==> src/rtl/div_ctrl.sv <==
// div_ctrl - sequencer between the M-extension execute stage and an unsigned
// iterative divider.
//
// Decodes DIV/DIVU/REM/REMU, converts signed operands to magnitudes, and
// answers the RISC-V special cases without using the divider: divide by zero
// and signed overflow. When REUSE_EN is set and an op repeats the operands
// and signedness of the last launched op, the stored quotient/remainder pair
// answers it. It owns the divider load/resp handshake. After a flush it
// drains the divider, because the divider cannot be aborted.
//
// Ports
//   clk, rst                   clock, synchronous active-high reset
//   req_valid/req_ready        execute-stage handshake (ready only in IDLE)
//   req_funct3, req_rs1/rs2    op select and operands
//   flush                      kill in-flight op, invalidate reuse tag
//   resp_valid/resp_data       one-cycle result pulse, data held until next
//   div_load                   one-cycle launch pulse to the divider
//   div_dividend/div_divisor   unsigned magnitudes, stable while dividing
//   div_quotient/remainder     divider results, sampled on div_resp
//   div_resp                   divider done pulse
module div_ctrl #(
  parameter bit REUSE_EN = 1'b1
) (
  input  logic        clk,
  input  logic        rst,
  input  logic        req_valid,
  input  logic [2:0]  req_funct3,
  input  logic [31:0] req_rs1,
  input  logic [31:0] req_rs2,
  output logic        req_ready,
  input  logic        flush,
  output logic        resp_valid,
  output logic [31:0] resp_data,
  output logic        div_load,
  output logic [31:0] div_dividend,
  output logic [31:0] div_divisor,
  input  logic [31:0] div_quotient,
  input  logic [31:0] div_remainder,
  input  logic        div_resp
);

  localparam int DATA_W = 32;

  typedef enum logic [2:0] {
    S_IDLE, S_LAUNCH, S_WAIT, S_FIX, S_RESP, S_DRAIN
  } state_t;

  state_t              state;
  logic                rem_sel;
  logic                neg1_p0, neg2_p0;
  logic [DATA_W-1:0]   q_p1, r_p1;
  logic [DATA_W-1:0]   fix_q, fix_r;
  logic [DATA_W-1:0]   st_q, st_r;
  logic [DATA_W-1:0]   tag_rs1, tag_rs2;
  logic                tag_sgn, tag_vld;
  logic                vld_p2;

  // Two's-complement negate; 0x80000000 maps to itself and is then read as
  // an unsigned magnitude by the divider.
  function automatic logic [DATA_W-1:0] negate(input logic [DATA_W-1:0] x);
    logic signed [DATA_W-1:0] sx;
    sx = $signed(x);
    return $unsigned(-sx);
  endfunction

  function automatic logic [DATA_W-1:0] mag(input logic [DATA_W-1:0] x,
                                            input logic neg);
    return neg ? negate(x) : x;
  endfunction

  // Request decode (used only in IDLE)
  logic req_sgn, req_neg1, req_neg2, req_div0, req_ovf, req_hit;
  logic unused_f3;

  assign unused_f3 = req_funct3[2];
  assign req_sgn   = ~req_funct3[0];
  assign req_neg1  = req_sgn & req_rs1[DATA_W-1];
  assign req_neg2  = req_sgn & req_rs2[DATA_W-1];
  assign req_div0  = (req_rs2 == '0);
  assign req_ovf   = req_sgn & (req_rs1 == 32'h8000_0000) & (req_rs2 == 32'hFFFF_FFFF);
  assign req_hit   = REUSE_EN & tag_vld & (tag_rs1 == req_rs1) &
                     (tag_rs2 == req_rs2) & (tag_sgn == req_sgn);

  // Sign fix-up of the raw divider result
  always_comb begin
    fix_q = mag(q_p1, neg1_p0 ^ neg2_p0);
    fix_r = mag(r_p1, neg1_p0);
  end

  assign req_ready  = (state == S_IDLE);
  // A flush in the RESP cycle suppresses the pulse.
  assign resp_valid = vld_p2 & ~flush;

  always_ff @(posedge clk) begin
    if (rst) begin
      state        <= S_IDLE;
      rem_sel      <= 1'b0;
      neg1_p0      <= 1'b0;
      neg2_p0      <= 1'b0;
      q_p1         <= '0;
      r_p1         <= '0;
      st_q         <= '0;
      st_r         <= '0;
      tag_rs1      <= '0;
      tag_rs2      <= '0;
      tag_sgn      <= 1'b0;
      tag_vld      <= 1'b0;
      vld_p2       <= 1'b0;
      resp_data    <= '0;
      div_load     <= 1'b0;
      div_dividend <= '0;
      div_divisor  <= '0;
    end else begin
      div_load <= 1'b0;
      vld_p2   <= 1'b0;
      if (flush) tag_vld <= 1'b0;
      unique case (state)
        // p0: accept, classify, latch operands
        S_IDLE: begin
          if (req_valid && !flush) begin
            rem_sel <= req_funct3[1];
            neg1_p0 <= req_neg1;
            neg2_p0 <= req_neg2;
            if (req_div0) begin
              resp_data <= req_funct3[1] ? req_rs1 : 32'hFFFF_FFFF;
              vld_p2    <= 1'b1;
              state     <= S_RESP;
            end else if (req_ovf) begin
              resp_data <= req_funct3[1] ? 32'h0 : req_rs1;
              vld_p2    <= 1'b1;
              state     <= S_RESP;
            end else if (req_hit) begin
              resp_data <= req_funct3[1] ? st_r : st_q;
              vld_p2    <= 1'b1;
              state     <= S_RESP;
            end else begin
              div_dividend <= mag(req_rs1, req_neg1);
              div_divisor  <= mag(req_rs2, req_neg2);
              tag_rs1      <= req_rs1;
              tag_rs2      <= req_rs2;
              tag_sgn      <= req_sgn;
              tag_vld      <= 1'b0;
              div_load     <= 1'b1;
              state        <= S_LAUNCH;
            end
          end
        end
        S_LAUNCH: state <= flush ? S_DRAIN : S_WAIT;
        // p1: capture divider result
        S_WAIT: begin
          if (flush) begin
            // Divider finishing in the flush cycle leaves nothing to drain.
            state <= div_resp ? S_IDLE : S_DRAIN;
          end else if (div_resp) begin
            q_p1  <= div_quotient;
            r_p1  <= div_remainder;
            state <= S_FIX;
          end
        end
        // p2: sign fix-up, store for reuse
        S_FIX: begin
          if (flush) begin
            state <= S_IDLE;
          end else begin
            st_q      <= fix_q;
            st_r      <= fix_r;
            tag_vld   <= 1'b1;
            resp_data <= rem_sel ? fix_r : fix_q;
            vld_p2    <= 1'b1;
            state     <= S_RESP;
          end
        end
        S_RESP:  state <= S_IDLE;
        S_DRAIN: if (div_resp) state <= S_IDLE;
        default: state <= S_IDLE;
      endcase
    end
  end

endmodule

==> config.mk <==
export PLATFORM = sky130hd
export DESIGN_NAME = div_ctrl
export DESIGN_NICKNAME = d
export VERILOG_FILES = /design/src/rtl/div_ctrl.sv
export SDC_FILE = /design/constraint.sdc
export NUM_CORES = 1
export LEC_CHECK = 0
export BUFFER_PORTS_ARGS = -buffer_cell sky130_fd_sc_hd__buf_2
export CAP_MARGIN = 20
export CORE_ASPECT_RATIO = 1.1
export CORE_MARGIN = 2
export CORE_UTILIZATION = 52
export CTS_CLUSTER_DIAMETER = 150
export DETAILED_ROUTE_END_ITERATION = 8
export PLACE_DENSITY_LB_ADDON = 0.2
export SYNTH_ARGS = -nofsm -noshare
export SYNTH_HDL_FRONTEND = slang
export SYNTH_SLANG_ARGS = --single-unit
==> constraint.sdc <==
create_clock -name clk -period 3.5 [get_ports clk]
set_clock_uncertainty 0.05 [all_clocks]
set_input_delay 0.7 -clock clk [delete_from_list [all_inputs] [get_ports clk]]
set_output_delay 0.7 -clock clk [all_outputs]
set_load 0.05 [all_outputs]
==> results of run 1 <==
-- sequential cells by signal, summed over array words and instances (netlist names), 3 cells and up --
register      count
r_p1             32
tag_rs2          31
tag_rs1          31
st_q             32
q_p1             32
state             3
st_r             32
div_dividend     32
resp_data        32
div_divisor      32
-- layer usage --
layer | vias up | share of wire [%] | track usage [%]
met5 | - | 0 | 0
met4 | 0 | 5.1 | 14.93
met3 | 115 | 5.6 | 3.492
met2 | 490 | 49 | 53.97
met1 | 6898 | 40 | 37.05
li1 | 7235 | - | -
-- worst min-delay path by stage --
stage | slack, ns | endpoint | start
floorplan | 0.39 | st_q[13]$_SDFFE_PP0P_ | st_q[13]$_SDFFE_PP0P_
CTS | 0.30 | q_p1[0]$_SDFFE_PP0P_ | div_quotient[0]
global placement | 0.39 | div_divisor[30]$_SDFFE_PP0P_ | div_divisor[30]$_SDFFE_PP0P_
global route | 0.31 | r_p1[15]$_SDFFE_PP0P_ | div_remainder[15]
finish | 0.31 | q_p1[27]$_SDFFE_PP0P_ | div_quotient[27]
detailed placement | 0.40 | tag_rs2[23]$_SDFFE_PP0P_ | tag_rs2[23]$_SDFFE_PP0P_
-- synthesized netlist by cell type (4+ instances only) --
cell type,count,area (um2)
nand2_1,324,1216
dfxtp_1,296,5926
nor2_1,226,848.3
a21oi_1,190,950.9
clkbuf_1,151,566.8
a211oi_1,129,968.4
xnor2_1,96,840.8
xor2_1,75,656.9
o21ai_0,56,280.3
nor3_1,42,210.2
mux2i_1,34,340.3
inv_1,30,112.6
nor4_1,22,137.6
nand4_1,21,131.4
or3_1,21,131.4
o41ai_1,19,166.4
o31ai_1,17,127.6
a31oi_1,15,93.84
or4_1,14,105.1
a221oi_1,13,113.9
o211ai_1,12,90.09
nand3_1,11,55.05
nor2b_1,9,56.30
o22ai_1,9,56.30
buf_1,8,30.03
buf_2,7,35.03
nand2b_1,7,43.79
a221o_1,6,60.06
ha_1,5,62.56
a22oi_1,4,30.03
a311oi_1,4,35.03
and3_1,4,25.02
or2_2,4,25.02
-- per-stage QoR --
| stage | power [uW] | hold WS (ns) | worst slack [ns] | util (%) | setup TNS [ns] |
|---|---|---|---|---|---|
| floorplan | 4920 | 0.3857 | 0.002776 | - | 0 |
| global placement | 5479 | 0.3909 | -0.2752 | 60.08 | -6.288 |
| detailed placement | 5509 | 0.3988 | -0.3040 | 60.15 | -8.309 |
| CTS | 8806 | 0.2977 | 0.2817 | 63.76 | 0 |
| global route | 9097 | 0.3089 | 0.08184 | 63.76 | 0 |
| finish | 8765 | 0.3128 | 0.2958 | 63.76 | 0 |
-- logic make-up after synthesis --
family          Yosys count
fa+ha+maj                 5
xor+xnor                171
simple gates            730
mux                      34
compound gates          502
flops                   296
buf+inv                 202
-- worst min-delay path, cell delays in order --
cell and delay, ns:
buf_2 0.09, nand2_1 0.04, a21oi_1 0.05
-- power groups by stage --
stage,registers [uW],clock network (uW),logic (uW)
2_1_floorplan,4100,0,818
3_3_place_gp,3750,0,1730
3_5_place_dp,3760,0,1750
4_1_cts,3680,3360,1760
5_1_grt,3700,3500,1890
6_report,3680,3320,1760
-- area by class of cell --
cell class	instances	share of cell area (%)
Sequential cell	296	32.47
Inverter	30	0.6169
Tap cell	368	2.523
Multi-Input combinational cell	1442	46.04
Clock buffer	49	5.278
Timing Repair Buffer	362	12.70
Clock inverter	7	0.3770
==> run metrics, run 1 <==
Die Area 30400 um2; Initial Util 52.72%; max incr delay on CP 0.50 ns; H-Tree Depth 1; WL final 48180 um; Net Sw Power 2683 uW; reg2reg end resp_data[25]$_SDFFE_PP0P_; Core ar. 28630 um2; width of the die 166.4 um; status complete, no violations; clk sinks 296; Tmin final 3.204 ns; final worst-path cycle share 91.55%; Final GP Congestion 0.9185; Post-Syn Area 15090 um2; Post-synth ARST share 0%; standby leakage power 0.006950 uW; Hold Path Depth 3; vias in the first global route 13829; worst setup path start req_rs1[0]; Synth Warn # 0; fmax 0.3121 GHz; vias 14738; sequential power share 42.0%; DRC viols 0; register area 5926 um2; Max-cap violations 0; fillcell total 2614; Synth Area in Simple Gates 21.33%; Die Ht 182.7 um; most common cell after layout, fill and taps aside nand2_1; Setup-failing EPs final 0; FP Rows 65; ratio of cells with drive above 1 in the final layout 19.90%; drt first pass iters 5; EDFF count, synth 0; FF-to-FF path depth 8; Synth Area in Compound Gates 21.51%; synthesis-to-layout area growth 20.94%; WP depth 14; Mapped Nets 2081; synthesized flop and latch total 296; later-pin clock latency in the skew report 0.57 ns; Reg clk slew, reported paths 0.06 ns; Non-Filler Instances 2554; mux cell area share after synthesis 2.255%; Post-DP Area 17220 um2; Power Internal 6082 uW; initial antenna violation count 0; CP endpoint kind register; combinational power share 20.1%; Cells after Synth 1940; largest family of logic cells by synthesized area compound AO/OA/AOI/OAI gates; Switching Share 30.62%; final hold vios 0; global-route wire length before repair 75140 um; synthesized-area fraction occupied by xor and xnor cells 9.924%; final net count 2304; Critical Path AT 3.60 ns; dpl cells 2498; worst path required time 3.89 ns; cell family with most CP delay simple AND/OR/NAND/NOR gates; Worst path most repeated cell buf_4; Post-Synth Adder-Cell Area 0.4145%; crit path launch type input port; port bufs 233; io pins 235; pin count of the biggest net entering global routing 120; drt via density 5.771; total CTS buffers 31; post-route cell area 18250 um2; CTS-repair resized insts 0; post-CTS setup buffer count 0; initial drt markers 1240; syn avg cell area 7.779 um2; CTS tree done; total grt overflow 0; clk buf depth 3; max_slew headroom 33.51%; Root Driver clkbuf_16; CP max stage cell or4b_4; crit-path cells buf_2, inv_1, ha_1, or4b_4, nor4_4, buf_4, nand3_2, or2_4, o311a_4, a221o_1, buf_4, buf_4, nor3_1, nor3_1; fin. max-slew vios 0; sequential-to-total area share from yosys stat 39.26%; Unique masters post-synth 69; maximum VDD drop 0.0004369 V; Main synth FF type dfxtp_1; reg2reg setup slack 0.33 ns; CP endpoint resp_data[13]$_SDFFE_PP0P_; drt wl/cell 18.87 um; RSZ-0062 raised after global routing no; Hold Buf Count CTS 0; Worst-Margin Slew 0.9902 ns; footprint of the multi-input gates 8403 um2; CP max FO 13; DP Wirelength 35970 um; gr usage total 30.57%; Crit Path Class input port to register; pwr/cell area 480.2 nW/um2; commonest non-fill, non-tap cells in the layout nand2_1, dfxtp_1, buf_2; antenna-violating nets left 0; type of the most critical hold path input port to register; Clock Power Share 37.9%; worst r2r src r_p1[9]$_SDFFE_PP0P_; # diodes 0; worst path buffer plus inverter count 5
(Power assumes the default switching activity.)
==> run 2, diff against run 1 <==
--- a/config.mk
+++ b/config.mk
@@ -9,10 +9,11 @@
 export CAP_MARGIN = 20
 export CORE_ASPECT_RATIO = 1.1
 export CORE_MARGIN = 2
-export CORE_UTILIZATION = 52
+export CORE_UTILIZATION = 62
 export CTS_CLUSTER_DIAMETER = 150
 export DETAILED_ROUTE_END_ITERATION = 8
 export PLACE_DENSITY_LB_ADDON = 0.2
 export SYNTH_ARGS = -nofsm -noshare
 export SYNTH_HDL_FRONTEND = slang
 export SYNTH_SLANG_ARGS = --single-unit
+export TNS_END_PERCENT = 50
==> constraint.sdc (replaced) <==
create_clock -name clk -period 4 [get_ports clk]
set_clock_uncertainty 0.05 [all_clocks]
set_input_delay 0.8 -clock clk [delete_from_list [all_inputs] [get_ports clk]]
set_output_delay 0.8 -clock clk [all_outputs]
set_load 0.05 [all_outputs]
==> run 2 against run 1 <==
Sequential power is 12% lower; count of clock-buffer cells in the layout shrank 5; first-iteration DRC count up 21%; critical endpoint is now resp_data[25]$_SDFFE_PP0P_; register-to-register slack better by 0.41 ns; global-route usage is 4.3 points higher; hold slack improved by 0.092 ns; critical path depth unchanged; wire length decreased by 2.8%; via count is 0.21% lower; final area shrank 3.3%.
==> run metrics, run 2 (synthesis results as in run 1) <==
status complete, no violations; Critical Path AT 3.82 ns; Clock Power Share 37.7%; Setup-failing EPs final 0; drt first pass iters 6; drt via density 6.050; sequential power share 42.6%; Switching Share 30.68%; Post-Route Utilization 74.23%; Non-Filler Instances 2431; io pins 235; Crit Path Class input port to register; total CTS buffers 31; commonest non-fill, non-tap cells in the layout nand2_1, dfxtp_1, buf_2; RSZ-0062 raised after global routing no; final net count 2249; final hold vios 0; post-CTS setup buffer count 0; initial antenna violation count 0; # diodes 0; vias 14707; total grt overflow 0; crit path launch type input port; Max-cap violations 0; Net Sw Power 2316 uW; setup TNS 0 ns; reg2reg setup slack 0.74 ns; clk buf depth 3; worst setup path start req_rs1[0]; gr usage total 34.86%; worst r2r src r_p1[9]$_SDFFE_PP0P_; worst hold start div_divisor[30]$_SDFFE_PP0P_; DRC viols 0; CP endpoint resp_data[25]$_SDFFE_PP0P_; Hold Path Depth 2; CTS tree done; CP max FO 10; later-pin clock latency in the skew report 0.57 ns; reg2reg end resp_data[27]$_SDFFE_PP0P_; DP Wirelength 33540 um; final worst-path cycle share 86.29%; Worst-Margin Slew 1.013 ns; combinational power share 19.7%; port bufs 233; global-route wire length before repair 72370 um; Tmin final 3.452 ns; worst path required time 4.37 ns; FP Rows 59; drt wl/cell 19.26 um; ratio of cells with drive above 1 in the final layout 17.59%; initial drt markers 1501; final worst setup slack 0.5485 ns; max_slew headroom 32.45%; Hold Buf Count CTS 0; synthesis-to-layout area growth 16.91%; CP endpoint kind register; Power Internal 5232 uW; type of the most critical hold path register to register; vias in the first global route 13462; fin. max-slew vios 0; WL final 46810 um; Post-DP Area 16660 um2; CTS-repair resized insts 0; Final GP Congestion 0.9257; clk sinks 296; Die Ht 167.6 um; antenna-violating nets left 0; Reg clk slew, reported paths 0.06 ns; dpl cells 2380; Core ar. 23770 um2; FF-to-FF path depth 8; fillcell total 1891; pre-CTS setup slack -0.007631 ns; H-Tree Depth 1; Initial Util 63.49%; width of the die 152.8 um; most common cell after layout, fill and taps aside nand2_1; fmax 0.2897 GHz; post-route cell area 17640 um2; pin count of the biggest net entering global routing 137; Root Driver clkbuf_16; pwr/cell area 427.8 nW/um2; standby leakage power 0.006649 uW; maximum VDD drop 0.0003342 V; Die Area 25610 um2
[run 2: cell count changes in the layout (fill, tap and decap cells not counted)]
cell	change
buf_4	-50
buf_12	-5
clkbuf_8	-5
clkinvlp_4	-2
bufinv_16	+1
clkinv_2	+1
nor3_1	+1
nor3_2	-1
[run 2: worst min path at each step]
stage | to | slack [ns]
detailed placement | st_q[29]$_SDFFE_PP0P_ | 0.40
global route | r_p1[5]$_SDFFE_PP0P_ | 0.42
finish | div_divisor[30]$_SDFFE_PP0P_ | 0.40
CTS | st_q[29]$_SDFFE_PP0P_ | 0.41
global placement | div_divisor[30]$_SDFFE_PP0P_ | 0.39
floorplan | st_q[13]$_SDFFE_PP0P_ | 0.39
[run 2: power by group through the flow]
stage | clock network (uW) | logic [uW] | registers, uW
floorplan | 0 | 715 | 3590
global placement | 0 | 1440 | 3270
detailed placement | 0 | 1460 | 3280
CTS | 2860 | 1470 | 3220
global route | 2970 | 1590 | 3230
finish | 2850 | 1480 | 3220
[run 2: metal layers]
layer	up-vias	share of wire [%]	global-route usage, %	routed length (um)
li1	7115	-	-	-
met1	6856	39	41.88	18180
met2	603	49	61.88	23070
met3	133	6.4	4.218	2992
met4	0	5.5	16.83	2573
met5	-	0	0	0
[run 2: cell type report]
cell class / instances / area, um2 / share of cell area [%]
Clock inverter: 7 / 88.84 / 0.5035
Tap cell: 305 / 381.6 / 2.163
Inverter: 30 / 112.6 / 0.6382
Timing Repair Buffer: 307 / 1843 / 10.45
Sequential cell: 296 / 5926 / 33.58
Multi-Input combinational cell: 1442 / 8398 / 47.60
Clock buffer: 44 / 894.6 / 5.070
[run 2: worst max-delay path, cell delays in order]
cell and delay (ns):
buf_2 0.12, inv_1 0.08, ha_1 0.18, or4b_4 0.50
nor4_4 0.29, buf_4 0.18, nand3_2 0.10, or2_4 0.30
o311a_4 0.14, a221o_1 0.52, buf_12 0.22, a211oi_1 0.18
buf_4 0.16, nor3_1 0.04
[run 2: stage by stage]
| step | hold WS [ns] | total power, uW |
|---|---|---|
| 6_report | 0.4046 | 7548 |
| 5_1_grt | 0.4199 | 7793 |
| 2_1_floorplan | 0.3857 | 4303 |
| 3_3_place_gp | 0.3904 | 4715 |
| 4_1_cts | 0.4056 | 7549 |
| 3_5_place_dp | 0.3975 | 4743 |
